===== config.mk =====
export PLATFORM = sky130hd
export DESIGN_NAME = updown_sweep_ctrl
export DESIGN_NICKNAME = d
export VERILOG_FILES = /design/src/rtl/updown_sweep_ctrl_pkg.sv /design/src/rtl/sweep_hold_timer.sv /design/src/rtl/updown_sweep_ctrl.sv
export SDC_FILE = /design/constraint.sdc
export NUM_CORES = 1
export LEC_CHECK = 0
export ABC_AREA = 0
export CELL_PAD_IN_SITES_DETAIL_PLACEMENT = 1
export CELL_PAD_IN_SITES_GLOBAL_PLACEMENT = 1
export CORE_UTILIZATION = 43
export DETAILED_ROUTE_END_ITERATION = 8
export GPL_TIMING_DRIVEN = 0
export HOLD_SLACK_MARGIN = 0.1
export PLACE_DENSITY_LB_ADDON = 0.1
export RECOVER_POWER = 25
export REMOVE_ABC_BUFFERS = 1
export SKIP_LAST_GASP = 1
export SYNTH_ARGS = -nofsm -noshare
export SYNTH_HDL_FRONTEND = slang
export SYNTH_SLANG_ARGS = --single-unit

===== constraint.sdc =====
create_clock -name clk -period 3.8 [get_ports clk]
set_input_delay 0.95 -clock clk [delete_from_list [all_inputs] [get_ports clk]]
set_output_delay 0.95 -clock clk [all_outputs]
set_load 0.01 [all_outputs]

===== src/rtl/updown_sweep_ctrl_pkg.sv =====
// Shared FSM state codes and default widths for the up/down sweep controller.
package updown_sweep_ctrl_pkg;

    localparam int DEF_W  = 8;
    localparam int DEF_HW = 4;
    localparam int DEF_SW = 4;

    typedef logic [2:0] state_t;

    localparam logic [2:0] ST_IDLE    = 3'd0;
    localparam logic [2:0] ST_UP      = 3'd1;
    localparam logic [2:0] ST_HOLD_HI = 3'd2;
    localparam logic [2:0] ST_DOWN    = 3'd3;
    localparam logic [2:0] ST_HOLD_LO = 3'd4;

endpackage


===== src/rtl/sweep_hold_timer.sv =====
// Endpoint dwell timer: load with the hold count on entry to a hold state, tick once per held cycle.
// expire is combinational and goes high on the last held cycle, so the hold lasts exactly load_val cycles.
module sweep_hold_timer
    import updown_sweep_ctrl_pkg::*;
#(
    parameter int HW = DEF_HW
) (
    input  logic          clk,
    input  logic          reset,
    input  logic          load,
    input  logic [HW-1:0] load_val,
    input  logic          tick,
    output logic          expire
);

    logic [HW-1:0] remain;

    always_ff @(posedge clk or negedge reset) begin
        if (!reset) begin
            remain <= '0;
        end else if (load) begin
            remain <= load_val;
        end else if (tick && (remain != '0)) begin
            remain <= remain - 1'b1;
        end
    end

    assign expire = (remain <= HW'(1));

endmodule


===== src/rtl/updown_sweep_ctrl.sv =====
// Up/down sweep controller: counts lo..hi..lo with optional endpoint dwell, for a set number of sweeps.
// Start takes effect on the sampling edge; stop aborts on the next edge with count frozen.
module updown_sweep_ctrl
    import updown_sweep_ctrl_pkg::*;
#(
    parameter int W  = DEF_W,
    parameter int HW = DEF_HW,
    parameter int SW = DEF_SW
) (
    input  logic          clk,
    input  logic          reset,
    input  logic          start,
    input  logic          stop,
    input  logic [W-1:0]  lo,
    input  logic [W-1:0]  hi,
    input  logic [HW-1:0] hold,
    input  logic [SW-1:0] sweeps,
    output logic [W-1:0]  count,
    output logic          dir,
    output logic          busy,
    output logic          done,
    output logic          cfg_err
);

    state_t        state, state_nxt;
    logic [W-1:0]  lo_r, hi_r, count_nxt, count_inc, count_dec;
    logic [HW-1:0] hold_r;
    logic [SW-1:0] sweeps_r, sweep_cnt, sweep_nxt, sweep_inc;
    logic          done_nxt, err_nxt, latch_cfg;
    logic          tmr_load, tmr_tick, tmr_expire;

    assign count_inc = count + 1'b1;
    assign count_dec = count - 1'b1;
    // Saturates so an endless program (sweeps_r == 0) never wraps back to a small count.
    assign sweep_inc = (sweep_cnt == '1) ? sweep_cnt : sweep_cnt + 1'b1;

    assign busy = (state != ST_IDLE);
    assign dir  = !((state == ST_DOWN) || (state == ST_HOLD_LO));

    always_comb begin
        state_nxt = state;
        count_nxt = count;
        sweep_nxt = sweep_cnt;
        done_nxt  = 1'b0;
        err_nxt   = 1'b0;
        latch_cfg = 1'b0;
        tmr_load  = 1'b0;
        tmr_tick  = 1'b0;
        case (state)
            ST_IDLE: begin
                if (start && !stop) begin
                    if (lo < hi) begin
                        latch_cfg = 1'b1;
                        count_nxt = lo;
                        sweep_nxt = '0;
                        state_nxt = ST_UP;
                    end else begin
                        err_nxt = 1'b1;
                    end
                end
            end
            ST_UP: begin
                if (stop) begin
                    state_nxt = ST_IDLE;
                end else begin
                    count_nxt = count_inc;
                    if (count_inc == hi_r) begin
                        tmr_load  = (hold_r != '0);
                        state_nxt = (hold_r != '0) ? ST_HOLD_HI : ST_DOWN;
                    end
                end
            end
            ST_HOLD_HI: begin
                if (stop) begin
                    state_nxt = ST_IDLE;
                end else begin
                    tmr_tick = 1'b1;
                    if (tmr_expire) state_nxt = ST_DOWN;
                end
            end
            ST_DOWN: begin
                if (stop) begin
                    state_nxt = ST_IDLE;
                end else begin
                    count_nxt = count_dec;
                    if (count_dec == lo_r) begin
                        sweep_nxt = sweep_inc;
                        if ((sweeps_r != '0) && (sweep_inc == sweeps_r)) begin
                            state_nxt = ST_IDLE;
                            done_nxt  = 1'b1;
                        end else begin
                            tmr_load  = (hold_r != '0);
                            state_nxt = (hold_r != '0) ? ST_HOLD_LO : ST_UP;
                        end
                    end
                end
            end
            ST_HOLD_LO: begin
                if (stop) begin
                    state_nxt = ST_IDLE;
                end else begin
                    tmr_tick = 1'b1;
                    if (tmr_expire) state_nxt = ST_UP;
                end
            end
            default: state_nxt = ST_IDLE;
        endcase
    end

    always_ff @(posedge clk or negedge reset) begin
        if (!reset) begin
            state     <= ST_IDLE;
            count     <= '0;
            sweep_cnt <= '0;
            done      <= 1'b0;
            cfg_err   <= 1'b0;
            lo_r      <= '0;
            hi_r      <= '0;
            hold_r    <= '0;
            sweeps_r  <= '0;
        end else begin
            state     <= state_nxt;
            count     <= count_nxt;
            sweep_cnt <= sweep_nxt;
            done      <= done_nxt;
            cfg_err   <= err_nxt;
            if (latch_cfg) begin
                lo_r     <= lo;
                hi_r     <= hi;
                hold_r   <= hold;
                sweeps_r <= sweeps;
            end
        end
    end

    sweep_hold_timer #(.HW(HW)) u_hold_timer (
        .clk      (clk),
        .reset    (reset),
        .load     (tmr_load),
        .load_val (hold_r),
        .tick     (tmr_tick),
        .expire   (tmr_expire)
    );

endmodule


### Yosys cells after proc, flatten, opt, wreduce, memory -nomap -nowiden

Index checks and enable logic that the tools add are counted.

| word-level totals | value |
|---|---|
| output and inout port bits | 12 |
| input port bits | 28 |
| flip-flop bits (word level) | 45 |
| word-level logic and storage cells | 96 |

| cells by class | value |
|---|---|
| reduce and logical (&&, ||, !) cells | 18 |
| magnitude comparators | 2 |
| equality and inequality tests | 17 |
| muxes and demuxes | 45 |
| add/sub/neg operators | 4 |

Operator list:

| kind | count |
|---|---|
| $mux 3 | 12 |
| $mux 8 | 4 |
| $mux 4 | 7 |
| $pmux 8 s3 | 1 |
| $mux 1 | 18 |
| $eq 8x8->1 | 2 |
| $pmux 3 s5 | 1 |
| $reduce_bool 4->1 | 3 |
| $reduce_and 5->1 | 2 |
| $ne 3x3->1 const B | 3 |
| $add 8x1->8 const B | 1 |
| $lt 8x8->1 | 1 |
| $ne 2x2->1 const B | 4 |
| $pmux 4 s2 | 1 |
| $sub 8x1->8 const B | 1 |
| $eq 3x2->1 const B | 2 |
| $reduce_and 6->1 | 1 |
| $reduce_bool 3->1 | 2 |
| $add 4x1->4 const B | 1 |
| $eq 4x4->1 | 1 |
| $eq 4x4->1 const B | 1 |
| $le 4x1->1 const B | 1 |
| $reduce_bool 2->1 | 2 |
| $sub 4x1->4 const B | 1 |
| other kinds (10) | 13 |

### Longest topological paths before layout

| depth | value |
|---|---|
| word-level depth | 9 |
| depth in mapped cells | 12 |
| mapped depth without buffers | 10 |

### Modules after synthesis

A second synthesis with hierarchy kept.

| second synthesis, totals | value |
|---|---|
| cell total of the unflattened synthesis | 344 |
| area total of the unflattened synthesis | 3110.5 um^2 |

Modules (own cells, without submodules):

| module | area each (um^2) | instances | seq. area each (um^2) | cells an instance |
|---|---|---|---|---|
| updown_sweep_ctrl | 2816.5 | 1 | 1026.0 | 311 |
| sweep_hold_timer | 294.0 | 1 | 100.1 | 33 |

### Least setup slack after synthesis

OpenSTA, ideal clock, no wires.

| timing path | value |
|---|---|
| kind | input -> register |
| start | input hi[4] |
| end | register hi_r[0] |
| setup time | 0.125 ns |
| path slack | 0.822 ns |
| arrival | 2.853 ns |
| cell stages on the path | 10 |
| buffers on the path | 2 |
| required time | 3.675 ns |
| cell sequence | inv_1 -> ha_1 -> and2_1 -> o21ai_0 -> o21ai_0 -> o41ai_2 -> and2_1 -> buf_2 -> buf_2 -> mux2_2 |

| between the ends | value |
|---|---|
| longest elaborated chain between the ends | 4 |

RTL lines:

| item | RTL line | source |
|---|---|---|
| start: declaration | updown_sweep_ctrl.sv:15 | `input logic [W-1:0] hi,` |
| $lt 8x8->1 | updown_sweep_ctrl.sv:52 | `if (lo < hi) begin` |
| $mux 1 | updown_sweep_ctrl.sv:52 |  |
| $mux 1 | updown_sweep_ctrl.sv:51 | `if (start && !stop) begin` |
| $mux 1 | updown_sweep_ctrl.sv:49 | `case (state)` |
| end signal: assignment | updown_sweep_ctrl.sv:129 | `hi_r <= hi;` |
| end: declaration | updown_sweep_ctrl.sv:26 | `logic [W-1:0] lo_r, hi_r, count_nxt, count_inc, count_dec;` |

Every way passes these cells.
A chain may end at the register's enable or synchronous reset.

### Worst setup path in the final report

| timing path | value |
|---|---|
| start | input lo[1] |
| end | register count[5] |

| between the ends | value |
|---|---|
| longest elaborated chain between the ends | 3 |

RTL lines:

| item | RTL line | source |
|---|---|---|
| start: declaration | updown_sweep_ctrl.sv:14 | `input logic [W-1:0] lo,` |
| $lt 8x8->1 | updown_sweep_ctrl.sv:52 |  |
| $ne 2x2->1 (no source line) | -- |  |
| $reduce_and 5->1 (no source line) | -- |  |
| end signal: assignment | updown_sweep_ctrl.sv:123 | `count <= count_nxt;` |
| end: declaration | updown_sweep_ctrl.sv:18 | `output logic [W-1:0] count,` |

Every way passes these cells.

==> results.yml <==
outcome:
  run_status: "complete, no violations"
timing:
  tightestPinTransition_ps: 1356
  hold_violations: 0
  max_slew_headroom: 0.09587
  rsz0062_at_grt: "false"
  finalSetupTns_ps: 0
  final.period_utilization: 0.9175
  timing.fmax_mhz: 286.8
  slew_viol_final: 0
  skew_ps: 9.350
  period_minus_slack_ps: 3487
  finalSetupViolations: 0
logic_synthesis:
  postSynth.topFlopCell: "sky130_fd_sc_hd__dfrtp_1"
  synth-async-reset-ratio: 1.000
  yosysWarningCount: 0
  synth.ff_latch_count: 45
  area_leader_netlist: "sky130_fd_sc_hd__dfrtp_1"
  synth.top_cells.by_area: "sky130_fd_sc_hd__dfrtp_1 36%, sky130_fd_sc_hd__mux2_2 7.8%, sky130_fd_sc_hd__ha_1 4.7%, sky130_fd_sc_hd__o21ai_0 4.4%, sky130_fd_sc_hd__xor2_1 3.6%"
  synth-seq-area-share: 0.3557
  post-synth-top-area-fraction: 0.3557
  post_synth_edffs: 0
  ys_types: 60
  synth.cell_area_mm2: 0.003166
  synth_area_per_cell_um2: 9.149
  synthCells: 346
route:
  post_drt_antenna_nets: 0
  drt-initial-drc-count: 148
  post_drt_via_cell_ratio: 5.805
  dr_wl_met3_um: 233
  met1_length_um: 4078
  via_count: 2734
  route.detailed.wl_per_inst_um: 18.47
  top_signal_layer_used: "met4"
  number_of_search_and_repair_iterations_in_the_first_detailed_routing_pass: 4
  wl_um: 8701
  drc: 0
  routed-wl-met2_um: 4339
placed_design:
  gpl.final_weighted_congestion: 0.8104
  numPortBuffers: 39
  post-place-cells: 463
  detailedPlacementHpwl_um: 6219
final_layout:
  final_nets: 414
  final_cells: 471
  multi_input_comb_area_mm2: 0.001897
  footprint_of_the_flip_flops_and_latches_mm2: 0.001126
  diodes: 0
  fill_cells: 809
  final_layout_size_suffix_gt1_frac: 0.1280
  area_growth_pct: 17.23
clocking:
  total_of_hold_buffers_inserted_after_clock_tree_synthesis: 0
  post-cts-setup-buffers: 0
  clock_insertion_delay_worst_skew_ps: 310
  clock_path_buffers: 2
  cts-buffers-inserted: 5
  tritoncts: "yes"
  clk_transition_reported_paths_ps: 90
  clock-sinks: 45
  htreeDepth: 2
  clock-root-buffer: "sky130_fd_sc_hd__clkbuf_8"
hold_path:
  hp-class: "reg -> reg"
global_route:
  globalRouteOverflowTotal: 0
  grt_pass1_vias: 2848
  pin_count_of_the_biggest_net_entering_global_routing: 25
  global_route.usage.total: 0.2402
  grt_pass1_wl_um: 14310
  grt_antenna_before_repair: 0
job:
  drv.max_cap_violation_count: 0
floorplan:
  floorplan.initialDensity: 0.4559
  ports: 40
  fp.dieArea_mm2: 0.007709
  row_count: 30
  die_width_um: 87.80
  core_area_mm2: 0.006944
  floorplan.die.height_um: 87.80
critical_path:
  worstSetupEndpointType: "flip-flop"
  crit_arrival_ps: 3730
  worst_setup_path_start_kind: "primary input"
  worstPathRequired_ps: 4040
  setup_crit_path_kind: "in -> reg"
  crit_path_max_fanout: 7
pwr:
  power_per_cell_area_mw_per_mm2: 700.4
  power_leakage_nw: 1.541
  ir_drop_mv: 0.3595
-- metal layers --
layer	track usage	vias to the layer above
met5	0	-
met2	0.4179	38
li1	-	1322
met3	0.02828	5
met1	0.3244	1369
met4	0.04024	0
-- synth_stat cells (3+ instances only) --
library cell	n
sky130_fd_sc_hd__nor2b_1	5
sky130_fd_sc_hd__a211oi_1	4
sky130_fd_sc_hd__nor4_1	3
sky130_fd_sc_hd__o211ai_1	3
sky130_fd_sc_hd__nand3_1	18
sky130_fd_sc_hd__and3_1	4
sky130_fd_sc_hd__xor2_1	13
sky130_fd_sc_hd__ha_1	12
sky130_fd_sc_hd__mux2i_1	3
sky130_fd_sc_hd__and2_1	6
sky130_fd_sc_hd__buf_2	5
sky130_fd_sc_hd__mux2_2	22
sky130_fd_sc_hd__a31oi_1	4
sky130_fd_sc_hd__o221a_2	4
sky130_fd_sc_hd__or2_2	3
sky130_fd_sc_hd__nand2b_1	5
sky130_fd_sc_hd__nand4_1	6
sky130_fd_sc_hd__a21oi_1	10
sky130_fd_sc_hd__a21o_1	4
sky130_fd_sc_hd__xnor2_1	10
sky130_fd_sc_hd__nor2_1	15
sky130_fd_sc_hd__clkbuf_1	12
sky130_fd_sc_hd__o21ai_0	28
sky130_fd_sc_hd__dfrtp_1	45
sky130_fd_sc_hd__inv_1	17
sky130_fd_sc_hd__o2111ai_1	3
sky130_fd_sc_hd__nand2_1	29
sky130_fd_sc_hd__nor3_1	9
-- final timing paths --
| path | startpoint | endpoint | slack [ps] | cells after the start |
|---|---|---|---|---|
| worst max-delay path | lo[1] | count[5] | 310 | 9 |
| worst max register to register | count[0] | u_hold_timer.remain[0] | 590 | 10 |
| worst min register to register | hi_r[3] | hi_r[3] | 540 | 1 |
| worst min-delay path | hi_r[3] | hi_r[3] | 540 | 1 |
| max in group asynchronous | reset | count[2] | 1050 | 2 |
| min in group asynchronous | reset | sweeps_r[3] | 910 | 1 |
-- stage by stage --
| step | instance area (um^2) | hold slack [ps] | setup slack [ps] | utilization | power [mW] |
|---|---|---|---|---|---|
| floorplan | 3073 | 499.5 | 664.7 | - | 1.758 |
| global placement | 3583 | 509.3 | -736.8 | 0.5160 | 2.135 |
| detailed placement | 3598 | 515.5 | -728.8 | 0.5182 | 2.195 |
| CTS | 3717 | 538.1 | 138.8 | 0.5353 | 2.610 |
| global route | 3711 | 555.8 | 124.6 | 0.5344 | 2.792 |
| finish | 3711 | 536.1 | 313.4 | 0.5344 | 2.599 |
-- power by group --
| group | internal [mW] | total [mW] | switching [mW] |
|---|---|---|---|
| sequential | 0.667 | 0.999 | 0.332 |
| clock | 0.215 | 0.394 | 0.179 |
| combinational | 0.603 | 1.21 | 0.604 |
-- repair_timing --
action,CTS,global route
pin swaps,0,0
hold endpoints to repair,0,0
setup endpoints to repair,20,4
gates resized for setup,2,1
-- logic make-up after synthesis --
| logic type | share of synthesized area |
|---|---|
| AND/OR/NAND/NOR | 0.1988 |
| AO/OA/AOI/OAI | 0.1972 |
| flip-flops | 0.3557 |
| buffers and inverters | 0.04940 |
| multiplexers | 0.08775 |
| XOR/XNOR | 0.06364 |
| adder cells (fa/ha/maj) | 0.04743 |
-- layout make-up --
class / count / area share
Clock buffer: 7 / 0.02326
Inverter: 17 / 0.01719
Clock inverter: 1 / 0.008092
Tap cell: 96 / 0.03237
Sequential cell: 45 / 0.3034
Multi-Input combinational cell: 265 / 0.5111
Timing Repair Buffer: 40 / 0.1045
-- registers in the layout, summed over array words and instances (netlist names) --
register / flops
state: 3
cfg_err: 1
done: 1
u_hold_timer.remain: 4
sweep_cnt: 4
hold_r: 4
hi_r: 8
sweeps_r: 4
count: 8
lo_r: 8
-- worst max-delay path, cell delays in order --
cell	delay [ps]
sky130_fd_sc_hd__clkdlybuf4s50_1	470
sky130_fd_sc_hd__ha_1	320
sky130_fd_sc_hd__a21o_1	160
sky130_fd_sc_hd__a21oi_1	210
sky130_fd_sc_hd__o21ai_0	210
sky130_fd_sc_hd__o41ai_4	470
sky130_fd_sc_hd__a31o_2	310
sky130_fd_sc_hd__and2_1	370
sky130_fd_sc_hd__o221a_2	260
-- placed cells by master (no fill, tap or decap), types with 5 or more instances in the layout --
master,instances
sky130_fd_sc_hd__a21oi_1,10
sky130_fd_sc_hd__and2_1,5
sky130_fd_sc_hd__clkbuf_8,6
sky130_fd_sc_hd__clkdlybuf4s50_1,38
sky130_fd_sc_hd__dfrtp_1,45
sky130_fd_sc_hd__ha_1,12
sky130_fd_sc_hd__inv_1,17
sky130_fd_sc_hd__mux2_2,22
sky130_fd_sc_hd__nand2_1,29
sky130_fd_sc_hd__nand2b_1,5
sky130_fd_sc_hd__nand3_1,18
sky130_fd_sc_hd__nand4_1,6
sky130_fd_sc_hd__nor2_1,15
sky130_fd_sc_hd__nor2b_1,5
sky130_fd_sc_hd__nor3_1,9
sky130_fd_sc_hd__o21ai_0,28
sky130_fd_sc_hd__xnor2_1,10
sky130_fd_sc_hd__xor2_1,13
Power figures use the tool's default switching activity.
